--- src/rtl/mips_pkg.sv ---
// Shared definitions for the multicycle MIPS control unit: state codes, opcodes,
// ALU-control classes, datapath mux selects and the control-strobe bundle.
package mips_pkg;

    localparam int unsigned STATE_W = 4;
    localparam int unsigned OPCODE_W = 6;
    localparam int unsigned WAIT_W = 4;

    typedef enum logic [STATE_W-1:0] {
        S_FETCH   = 4'd0,
        S_DECODE  = 4'd1,
        S_MEMADR  = 4'd2,
        S_MEMRD   = 4'd3,
        S_MEMWB   = 4'd4,
        S_MEMWR   = 4'd5,
        S_EXEC    = 4'd6,
        S_RTYPEWB = 4'd7,
        S_BRANCH  = 4'd8,
        S_JUMP    = 4'd9,
        S_ADDIEX  = 4'd10,
        S_ADDIWB  = 4'd11
    } state_t;

    localparam logic [OPCODE_W-1:0] OP_RTYPE = 6'b000000;
    localparam logic [OPCODE_W-1:0] OP_LW    = 6'b100011;
    localparam logic [OPCODE_W-1:0] OP_SW    = 6'b101011;
    localparam logic [OPCODE_W-1:0] OP_BEQ   = 6'b000100;
    localparam logic [OPCODE_W-1:0] OP_J     = 6'b000010;
    localparam logic [OPCODE_W-1:0] OP_ADDI  = 6'b001000;

    localparam logic [1:0] ALUOP_ADD   = 2'b00;
    localparam logic [1:0] ALUOP_SUB   = 2'b01;
    localparam logic [1:0] ALUOP_FUNCT = 2'b10;

    localparam logic [1:0] SRCB_REG  = 2'b00;
    localparam logic [1:0] SRCB_FOUR = 2'b01;
    localparam logic [1:0] SRCB_IMM  = 2'b10;
    localparam logic [1:0] SRCB_BOFS = 2'b11;

    localparam logic [1:0] PCSRC_ALU    = 2'b00;
    localparam logic [1:0] PCSRC_ALUOUT = 2'b01;
    localparam logic [1:0] PCSRC_JUMP   = 2'b10;

    typedef struct packed {
        logic       pc_write;
        logic       pc_write_cond;
        logic       ior_d;
        logic       mem_read;
        logic       mem_write;
        logic       mem_to_reg;
        logic       ir_write;
        logic       reg_write;
        logic       reg_dst;
        logic       alu_src_a;
        logic [1:0] pc_source;
        logic [1:0] alu_op;
        logic [1:0] alu_src_b;
    } ctrl_t;

endpackage

--- src/rtl/multicycle_control_wait.sv ---
// Memory wait counter: counts cycles spent in a waiting state; done when the
// count has reached MEM_WAIT.
module mem_wait_counter #(
    parameter int unsigned WAIT_W   = 4,
    parameter int unsigned MEM_WAIT = 0
) (
    input  logic clk,
    input  logic rst_n,
    input  logic clear,
    input  logic enable,
    output logic done
);

    logic [WAIT_W-1:0] count_q;

    always_ff @(posedge clk) begin
        if (!rst_n) begin
            count_q <= '0;
        end else if (clear) begin
            count_q <= '0;
        end else if (enable) begin
            count_q <= count_q + WAIT_W'(1);
        end
    end

    assign done = (count_q == WAIT_W'(MEM_WAIT));

endmodule

--- src/rtl/multicycle_control.sv ---
// Moore control FSM for a multicycle MIPS datapath (lw, sw, R-type, beq, j, addi)
// with a configurable number of extra wait cycles per memory access.
module multicycle_control
    import mips_pkg::*;
#(
    parameter int unsigned MEM_WAIT = 0
) (
    input  logic                Clock,
    input  logic                Reset,
    input  logic [OPCODE_W-1:0] Opcode,
    output logic                PCWrite,
    output logic                PCWriteCond,
    output logic                IorD,
    output logic                MemRead,
    output logic                MemWrite,
    output logic                MemtoReg,
    output logic                IRWrite,
    output logic                RegWrite,
    output logic                RegDst,
    output logic                ALUSrcA,
    output logic [1:0]          PCSource,
    output logic [1:0]          ALUOp,
    output logic [1:0]          ALUSrcB,
    output logic                Illegal,
    output logic [STATE_W-1:0]  State
);

    state_t state_q;
    state_t state_d;
    logic   is_load_q;
    logic   wait_done;
    logic   illegal;
    ctrl_t  ctrl;

    // Any state change clears the counter, so each wait state starts at count 0.
    mem_wait_counter #(
        .WAIT_W   (WAIT_W),
        .MEM_WAIT (MEM_WAIT)
    ) u_wait (
        .clk    (Clock),
        .rst_n  (Reset),
        .clear  (state_d != state_q),
        .enable (state_d == state_q),
        .done   (wait_done)
    );

    // lw/sw choice is captured in DECODE so MEMADR does not re-read Opcode.
    always_ff @(posedge Clock) begin
        if (!Reset) begin
            state_q   <= S_FETCH;
            is_load_q <= 1'b0;
        end else begin
            state_q <= state_d;
            if (state_q == S_DECODE) begin
                is_load_q <= (Opcode == OP_LW);
            end
        end
    end

    always_comb begin
        state_d = state_q;
        ctrl    = '0;
        illegal = 1'b0;
        case (state_q)
            S_FETCH: begin
                ctrl.mem_read  = 1'b1;
                ctrl.alu_src_b = SRCB_FOUR;
                ctrl.alu_op    = ALUOP_ADD;
                ctrl.pc_source = PCSRC_ALU;
                if (wait_done) begin
                    ctrl.ir_write = 1'b1;
                    ctrl.pc_write = 1'b1;
                    state_d       = S_DECODE;
                end
            end
            S_DECODE: begin
                ctrl.alu_src_b = SRCB_BOFS;
                ctrl.alu_op    = ALUOP_ADD;
                case (Opcode)
                    OP_LW, OP_SW: state_d = S_MEMADR;
                    OP_RTYPE:     state_d = S_EXEC;
                    OP_BEQ:       state_d = S_BRANCH;
                    OP_J:         state_d = S_JUMP;
                    OP_ADDI:      state_d = S_ADDIEX;
                    default: begin
                        illegal = 1'b1;
                        state_d = S_FETCH;
                    end
                endcase
            end
            S_MEMADR: begin
                ctrl.alu_src_a = 1'b1;
                ctrl.alu_src_b = SRCB_IMM;
                ctrl.alu_op    = ALUOP_ADD;
                state_d        = is_load_q ? S_MEMRD : S_MEMWR;
            end
            S_MEMRD: begin
                ctrl.mem_read = 1'b1;
                ctrl.ior_d    = 1'b1;
                if (wait_done) state_d = S_MEMWB;
            end
            S_MEMWB: begin
                ctrl.reg_write  = 1'b1;
                ctrl.mem_to_reg = 1'b1;
                state_d         = S_FETCH;
            end
            S_MEMWR: begin
                ctrl.mem_write = 1'b1;
                ctrl.ior_d     = 1'b1;
                if (wait_done) state_d = S_FETCH;
            end
            S_EXEC: begin
                ctrl.alu_src_a = 1'b1;
                ctrl.alu_src_b = SRCB_REG;
                ctrl.alu_op    = ALUOP_FUNCT;
                state_d        = S_RTYPEWB;
            end
            S_RTYPEWB: begin
                ctrl.reg_write = 1'b1;
                ctrl.reg_dst   = 1'b1;
                state_d        = S_FETCH;
            end
            S_BRANCH: begin
                ctrl.alu_src_a     = 1'b1;
                ctrl.alu_src_b     = SRCB_REG;
                ctrl.alu_op        = ALUOP_SUB;
                ctrl.pc_write_cond = 1'b1;
                ctrl.pc_source     = PCSRC_ALUOUT;
                state_d            = S_FETCH;
            end
            S_JUMP: begin
                ctrl.pc_write  = 1'b1;
                ctrl.pc_source = PCSRC_JUMP;
                state_d        = S_FETCH;
            end
            S_ADDIEX: begin
                ctrl.alu_src_a = 1'b1;
                ctrl.alu_src_b = SRCB_IMM;
                ctrl.alu_op    = ALUOP_ADD;
                state_d        = S_ADDIWB;
            end
            S_ADDIWB: begin
                ctrl.reg_write = 1'b1;
                state_d        = S_FETCH;
            end
            default: state_d = S_FETCH;
        endcase
    end

    // Reset holds every strobe low so nothing in the datapath is written.
    assign PCWrite     = Reset & ctrl.pc_write;
    assign PCWriteCond = Reset & ctrl.pc_write_cond;
    assign IorD        = Reset & ctrl.ior_d;
    assign MemRead     = Reset & ctrl.mem_read;
    assign MemWrite    = Reset & ctrl.mem_write;
    assign MemtoReg    = Reset & ctrl.mem_to_reg;
    assign IRWrite     = Reset & ctrl.ir_write;
    assign RegWrite    = Reset & ctrl.reg_write;
    assign RegDst      = Reset & ctrl.reg_dst;
    assign ALUSrcA     = Reset & ctrl.alu_src_a;
    assign PCSource    = Reset ? ctrl.pc_source : 2'b00;
    assign ALUOp       = Reset ? ctrl.alu_op : 2'b00;
    assign ALUSrcB     = Reset ? ctrl.alu_src_b : 2'b00;
    assign Illegal     = Reset & illegal;
    assign State       = Reset ? STATE_W'(state_q) : '0;

endmodule

--- config.mk ---
export PLATFORM = sky130hd
export DESIGN_NAME = multicycle_control
export DESIGN_NICKNAME = d
export VERILOG_FILES = /design/src/rtl/mips_pkg.sv /design/src/rtl/multicycle_control_wait.sv /design/src/rtl/multicycle_control.sv
export SDC_FILE = /design/constraint.sdc
export NUM_CORES = 1
export LEC_CHECK = 0
export CORE_MARGIN = 2
export CORE_UTILIZATION = 35
export DETAILED_ROUTE_END_ITERATION = 12
export HOLD_SLACK_MARGIN = 0.15
export PLACE_DENSITY = 0.76
export SYNTH_ARGS = -nofsm -noshare
export SYNTH_HDL_FRONTEND = slang
export SYNTH_HIERARCHICAL = 1
export SYNTH_SLANG_ARGS = --single-unit
--- constraint.sdc ---
create_clock -name Clock -period 2.2 [get_ports Clock]
set_input_delay 0.44 -clock Clock [delete_from_list [all_inputs] [get_ports Clock]]
set_output_delay 0.44 -clock Clock [all_outputs]
set_load 0.03 [all_outputs]
==> summary.txt, run 1 <==
Floorplanning
  – Site Rows: 18
  – Die Area: 3126 um^2
  – DIE WIDTH: 55.92 um
  – # IOs: 29
  – Chip height: 55.92 um
  – Starting Density: 37.40%
  – Area of the core: 2522 um^2

Clock tree
  – CTS tree: yes
  – CTS clk-pin slew, worst paths: 0.06 ns
  – Clk sink count: 9
  – H-tree Lvls: 1
  – Worst skew pair latency: 0.26 ns
  – Hold buffers post-CTS: 0
  – Clock root buffer: clkbuf_4
  – Clock buffer depth: 2
  – CTS Buf Count: 3

STA
  – Slew Viols, Final: 0
  – Post-layout min period: 2.146 ns
  – RSZ-0062 raised after global routing: yes
  – Period Utilization, post-route: 97.56%
  – Clock skew: 0.005288 ns
  – Least-Margin Pin Slew: 0.2652 ns
  – Relative slew slack: 82.07%
  – FMAX: 465.9 MHz
  – Worst setup margin: 0.05373 ns
  – Final Hold Fails: 0
  – Final setup vio count: 0
  – WHS: 0.5455 ns

Global routing
  – Total gr overflow: 0
  – Largest net degree at the start of global routing: 20
  – Initial antenna violation count: 0
  – GRT Util Overall: 18.45%
  – First-pass GRT wire length: 4740 um
  – Number of global-route vias before repair: 1,038

Critical path
  – Worst r2r src: u_wait/count_q[0]
  – Critical path class: flop to flop
  – Reg2reg end: u_wait/count_q[0]
  – Crit Path Max Fanout: 5
  – Nature of the critical path startpoint: flop
  – Critical path capture point type: flop
  – Reg2Reg Setup Slack: 0.05 ns
  – Crit path DAT: 2.29 ns
  – R2R depth: 10
  – Critical path required time: 2.34 ns
  – Worst-path cell chain: inv_2 > ha_4 > nor3b_4 > nor3b_2 > a21oi_2 > a211o_1 > mux2_4 > and3_4 > xnor2_1 > nor2_1
  – Max stage delay cell, worst path: dfxtp_2
  – Buf/Inv on CP: 1
  – Max incr delay on CP: 0.33 ns
  – Cell family with most CP delay: simple AND/OR/NAND/NOR gates

Yosys
  – Mux contribution to synthesized area: 5.836%
  – Synth Area in Simple Gates: 37.14%
  – Post-synthesis compound-gate area fraction: 22.41%
  – Syn. warnings: 6
  – Netlist cell types: 51
  – Seq cells post-synth: 9
  – Async SR Flop Fraction: 0%
  – Synthesized Nets: 143
  – Largest area contributor in the netlist: dfxtp_1
  – Synth Area in Adders: 2.653%
  – Top area cells in the synthesized netlist: dfxtp_1 (19%), nor2_1 (9.5%), a21oi_1 (5.3%)
  – Mean Syn Cell Area: 7.093 um^2
  – Top FF cell, synth: dfxtp_1
  – Xor/xnor cell area share of the yosys netlist: 3.714%
  – Synthesized area: 943.4 um^2
  – Register area share after synthesis: 19.10%
  – Post-synth top area share: 19.10%
  – Mapped Cells: 133
  – EDFF count, synth: 0
  – Top cells by count, synth: nor2_1 (24), a21oi_1 (10), dfxtp_1 (9), nor3_1 (8), inv_1 (7)
  – Count leader, synth: nor2_1
  – Main combinational cell family by area after synthesis: simple AND/OR/NAND/NOR gates

Place
  – PortBufs: 28
  – GPL Wtd Cong: 0.8896
  – Hpwl dp: 2259 um
  – Place WS: -0.5507 ns

Drt
  – Drt wl/cell: 13.33 um
  – Routed Antenna Nets: 0
  – Via count: 1,174
  – Initial DRC count: 44
  – Routed WL: 2867 um
  – Pre-antenna DRT Iters: 4
  – DRC violation count after routing: 0
  – Vias per cell: 5.460

Final layout
  – Multi-input gate area: 767.0 um^2
  – Util after Layout: 60.47%
  – Antenna diodes: 0
  – Area growth syn-to-layout: 61.67%
  – Sequential cell area: 183.9 um^2
  – Ratio of cells with drive above 1 in the final layout: 44.32%
  – Layout Nets: 196
  – Fillers: 230

Flow run
  – Maxcap violations: 0

Power and ir drop
  – Pwr dens: 343.5 nW/um^2
  – Leak: 0.6643 nW
  – Total power: 523.9 uW
  – VDD IR max: 0.2552 mV

Outcome
  – Status: completed

Worst hold path
  – Hold Path Stages: 2
  – Worst hold start: u_wait/count_q[3]
  – Hold Crit Class: flop to flop
  – WHS Endpoint: u_wait/count_q[3]
==> cells by family after synthesis <==
kind of cell,count (synthesis)
AO/OA/AOI/OAI,31
AND/OR/NAND/NOR,63
buffers and inverters,19
flip-flops,9
multiplexers,5
adder cells (fa/ha/maj),2
XOR/XNOR,4
==> cell usage in the layout, fill, tap and decap left out, types with 2 or more instances in the layout <==
cell type,n
nor3_1,4
o21ai_0,2
xnor2_1,3
a21oi_2,2
nor4b_1,2
mux2i_1,4
a31oi_1,3
buf_6,3
nand3_1,3
dfxtp_1,6
nand2_1,6
nor2_1,23
buf_4,47
nand2b_1,2
nor3_4,3
a21oi_1,8
clkbuf_4,3
a22oi_1,2
inv_1,5
dfxtp_2,3
dlygate4sd2_1,4
inv_2,3
nor3_2,3
nand3b_1,2
==> state kept, by name (all words and copies together) (netlist names) <==
signal and flops:
state_q 4, u_wait/count_q 4, is_load_q 1
==> how the worst max path moves through the flow <==
| stage | to | slack, ns | depth (start not counted) | start |
|---|---|---|---|---|
| after floorplan | PCSource[0] | -0.21 | 5 | state_q[3] |
| after global placement | Illegal | -0.49 | 5 | Opcode[2] |
| after detailed placement | u_wait/count_q[2] | -0.55 | 9 | Opcode[2] |
| after CTS | u_wait/count_q[2] | 0.002 | 9 | Opcode[5] |
| after global routing | u_wait/count_q[0] | -0.06 | 10 | u_wait/count_q[0] |
| final | u_wait/count_q[0] | 0.05 | 10 | u_wait/count_q[0] |
==> where the power goes <==
part           switching [mW]  internal, mW
Sequential            0.00400         0.167
Combinational           0.125         0.103
Clock                  0.0554        0.0697
Total                   0.184         0.340
==> layer usage <==
layer / global-route usage, % / share of wire [%] / vias to the layer above
met5: 0 / 0 / -
met4: 5.442 / 0.17 / 0
met3: 2.093 / 3.3 / 2
met2: 31.12 / 53 / 28
met1: 24.68 / 44 / 560
li1: - / - / 584
==> stage by stage <==
step | area (um^2) | TNS [ns] | instances
floorplan | 970.9 | -0.5965 | 133
global placement | 1413 | -2.392 | 209
detailed placement | 1413 | -2.899 | 209
CTS | 1478 | 0 | 213
global route | 1525 | -0.1122 | 215
finish | 1525 | 0 | 215
==> timing repair <==
action                                 CTS  global route
endpoints found under the hold margin    0             0
gates resized for setup                 25            12
pin swaps                                7             6
setup buffers                            0             2
setup endpoints to repair               14             5
==> cell type report <==
type / instances / share of cell area (%)
clock buffer: 4 / 1.723
inverter: 8 / 1.969
multi-input combinational: 105 / 50.29
sequential: 9 / 12.06
tap: 30 / 2.461
timing repair buffer: 59 / 31.50
==> worst min-delay path: cells and delay by family, from the launching register on <==
family | cells | cell delay [ns]
and+or+nand+nor | 1 | 0.09
muxes | 1 | 0.06
DFF | 1 | 0.35
(Power assumes the default switching activity.)
==> run 2: changes to the inputs <==
- CTS_BUF_LIST: unset -> sky130_fd_sc_hd__clkbuf_8
- SKIP_CTS_REPAIR_TIMING: unset -> 1
==> run 2 against run 1 <==
  * Worst hold slack lost 0.0012 ns
  * Wire length is 6.0% higher
  * Utilization up 2.3 points
  * Combinational power increased by 4%
  * Setup slack worse by 0.041 ns
  * Die area unchanged
  * Global-route usage about the same
  * Non-clock buffer count is 1 higher
  * Clock skew shrank 0.0026 ns
  * Critical endpoint is now u_wait/count_q[2]
==> summary.txt, run 2 (same netlist as run 1, synthesis figures left out) <==
Global routing
  – GRT Util Overall: 18.40% (-0.048 points)
  – Initial antenna violation count: 0 (unchanged)
  – First-pass GRT wire length: 4657 um (-1.8%)
  – Largest net degree at the start of global routing: 20 (unchanged)
  – Number of global-route vias before repair: 1,036 (-0.19%)
  – Total gr overflow: 0 (unchanged)

Critical path
  – Crit Path Max Fanout: 5 (unchanged)
  – Critical path required time: 2.36 ns (+0.02 ns)
  – Critical path capture point type: flop
  – Nature of the critical path startpoint: input pin
  – Crit path DAT: 2.35 ns (+0.06 ns)
  – Critical path class: input pin to flop

STA
  – Period Utilization, post-route: 99.41% (+1.9 points)
  – FMAX: 457.2 MHz (-1.9%)
  – RSZ-0062 raised after global routing: yes
  – Clock skew: 0.002665 ns (-0.002622 ns)
  – Slew Viols, Final: 0 (unchanged)
  – Post-layout min period: 2.187 ns (+0.04084 ns)
  – Least-Margin Pin Slew: 0.3125 ns (+0.04735 ns)
  – Final setup vio count: 0 (unchanged)
  – Relative slew slack: 79.13% (-2.9 points)
  – Final Hold Fails: 0 (unchanged)

Final layout
  – Layout Nets: 197 (+0.51%)
  – Design area: 1583 um^2 (+3.8%)
  – Commonest non-fill, non-tap cells in the layout: buf_4 (48), nor2_1 (22), a21oi_1 (8)
  – Antenna diodes: 0 (unchanged)
  – Most common cell after layout, fill and taps aside: buf_4
  – Fillers: 223 (-3.0%)
  – Finished Layout Cells: 216 (+0.47%)
  – Ratio of cells with drive above 1 in the final layout: 45.16% (+0.84 points)
  – Util after Layout: 62.75% (+2.3 points)
  – Sequential cell area: 183.9 um^2 (unchanged)
  – Top flop regs: state_q (4), u_wait/count_q (4), is_load_q (1)
  – Area growth syn-to-layout: 67.77%
  – Multi-input gate area: 775.7 um^2 (+1.1%)

Floorplanning
  – # IOs: 29 (unchanged)
  – Die Area: 3126 um^2 (unchanged)
  – Chip height: 55.92 um (unchanged)
  – Area of the core: 2522 um^2 (unchanged)
  – DIE WIDTH: 55.92 um (unchanged)
  – Site Rows: 18 (unchanged)
  – Starting Density: 37.40% (unchanged)

Drt
  – Pre-antenna DRT Iters: 4 (unchanged)
  – Drt wl/cell: 14.07 um (+5.5%)
  – Vias per cell: 5.481 (+0.38%)
  – Routed Antenna Nets: 0 (unchanged)
  – DRC violation count after routing: 0 (unchanged)
  – Via count: 1,184 (+0.85%)
  – Routed WL: 3039 um (+6.0%)
  – Initial DRC count: 48 (+9.1%)

Clock tree
  – Clk sink count: 9 (unchanged)
  – CTS tree: yes
  – Clock buffer depth: 2 (unchanged)
  – CTS clk-pin slew, worst paths: 0.04 ns (-0.02 ns)
  – Clock root buffer: clkbuf_8
  – H-tree Lvls: 1 (unchanged)
  – Worst skew pair latency: 0.23 ns (-0.03 ns)
  – CTS Buf Count: 3 (unchanged)

Power and ir drop
  – Leak: 0.7325 nW (+10%)
  – Pwr dens: 373.5 nW/um^2 (+8.7%)
  – VDD IR max: 0.2954 mV (+16%)

Outcome
  – Status: completed

Place
  – Post-Place Cells: 209 (unchanged)
  – GPL Wtd Cong: 0.8896 (unchanged)
  – Hpwl dp: 2259 um (unchanged)
  – Placed cell areas: 1413 um^2 (unchanged)
  – PortBufs: 28 (unchanged)

Flow run
  – Maxcap violations: 0 (unchanged)

Worst hold path
  – Hold Crit Class: flop to flop
## run 2: cell type report
type / instances / area share (%)
Multi-Input combinational cell: 105 / 49.01
Tap cell: 30 / 2.372
Inverter: 8 / 2.134
Timing Repair Buffer: 60 / 32.02
Clock inverter: 1 / 0.2372
Clock buffer: 3 / 2.609
Sequential cell: 9 / 11.62
## run 2: final timing paths
path                        to  cells after the start  slack (ns)              start
max          u_wait/count_q[2]                      9        0.01          Opcode[3]
min reg2reg  u_wait/count_q[3]                      2        0.54  u_wait/count_q[3]
max reg2reg  u_wait/count_q[2]                     10        0.04  u_wait/count_q[1]
min          u_wait/count_q[3]                      2        0.54  u_wait/count_q[3]
## run 2: metal layers
layer	vias up	wire length [um]	GRT usage (%)
met1	564	1292	23.70
met5	-	0	0
met4	0	27	6.463
met2	30	1594	31.12
li1	584	-	-
met3	6	125	2.791
## run 2: worst max-delay path, stage by stage
cell            delay (ns)
dlymetal6s2s_1        0.16
or4_4                 0.54
nor3_4                0.22
buf_6                 0.12
a21oi_1               0.06
mux2_4                0.26
and3_4                0.20
a21bo_2               0.22
a21oi_2               0.12
## run 2: metrics by stage
stage	setup WS [ns]	hold slack, ns	power, mW	TNS, ns
2_1_floorplan	-0.2095	0.4847	0.2994	-0.5965
3_3_place_gp	-0.4896	0.4988	0.3906	-2.392
3_5_place_dp	-0.5507	0.5171	0.3949	-2.899
4_1_cts	-0.5221	0.5234	0.5815	-2.032
5_1_grt	-0.04521	0.5585	0.6236	-0.1089
6_report	0.01289	0.5443	0.5912	0
## run 2: power by group
group / internal, mW / switching, mW / leakage [nW] / total [mW]
combinational: 0.107 / 0.129 / 0.631 / 0.236
clock: 0.121 / 0.0622 / 0.0269 / 0.183
sequential: 0.168 / 0.00368 / 0.0744 / 0.172
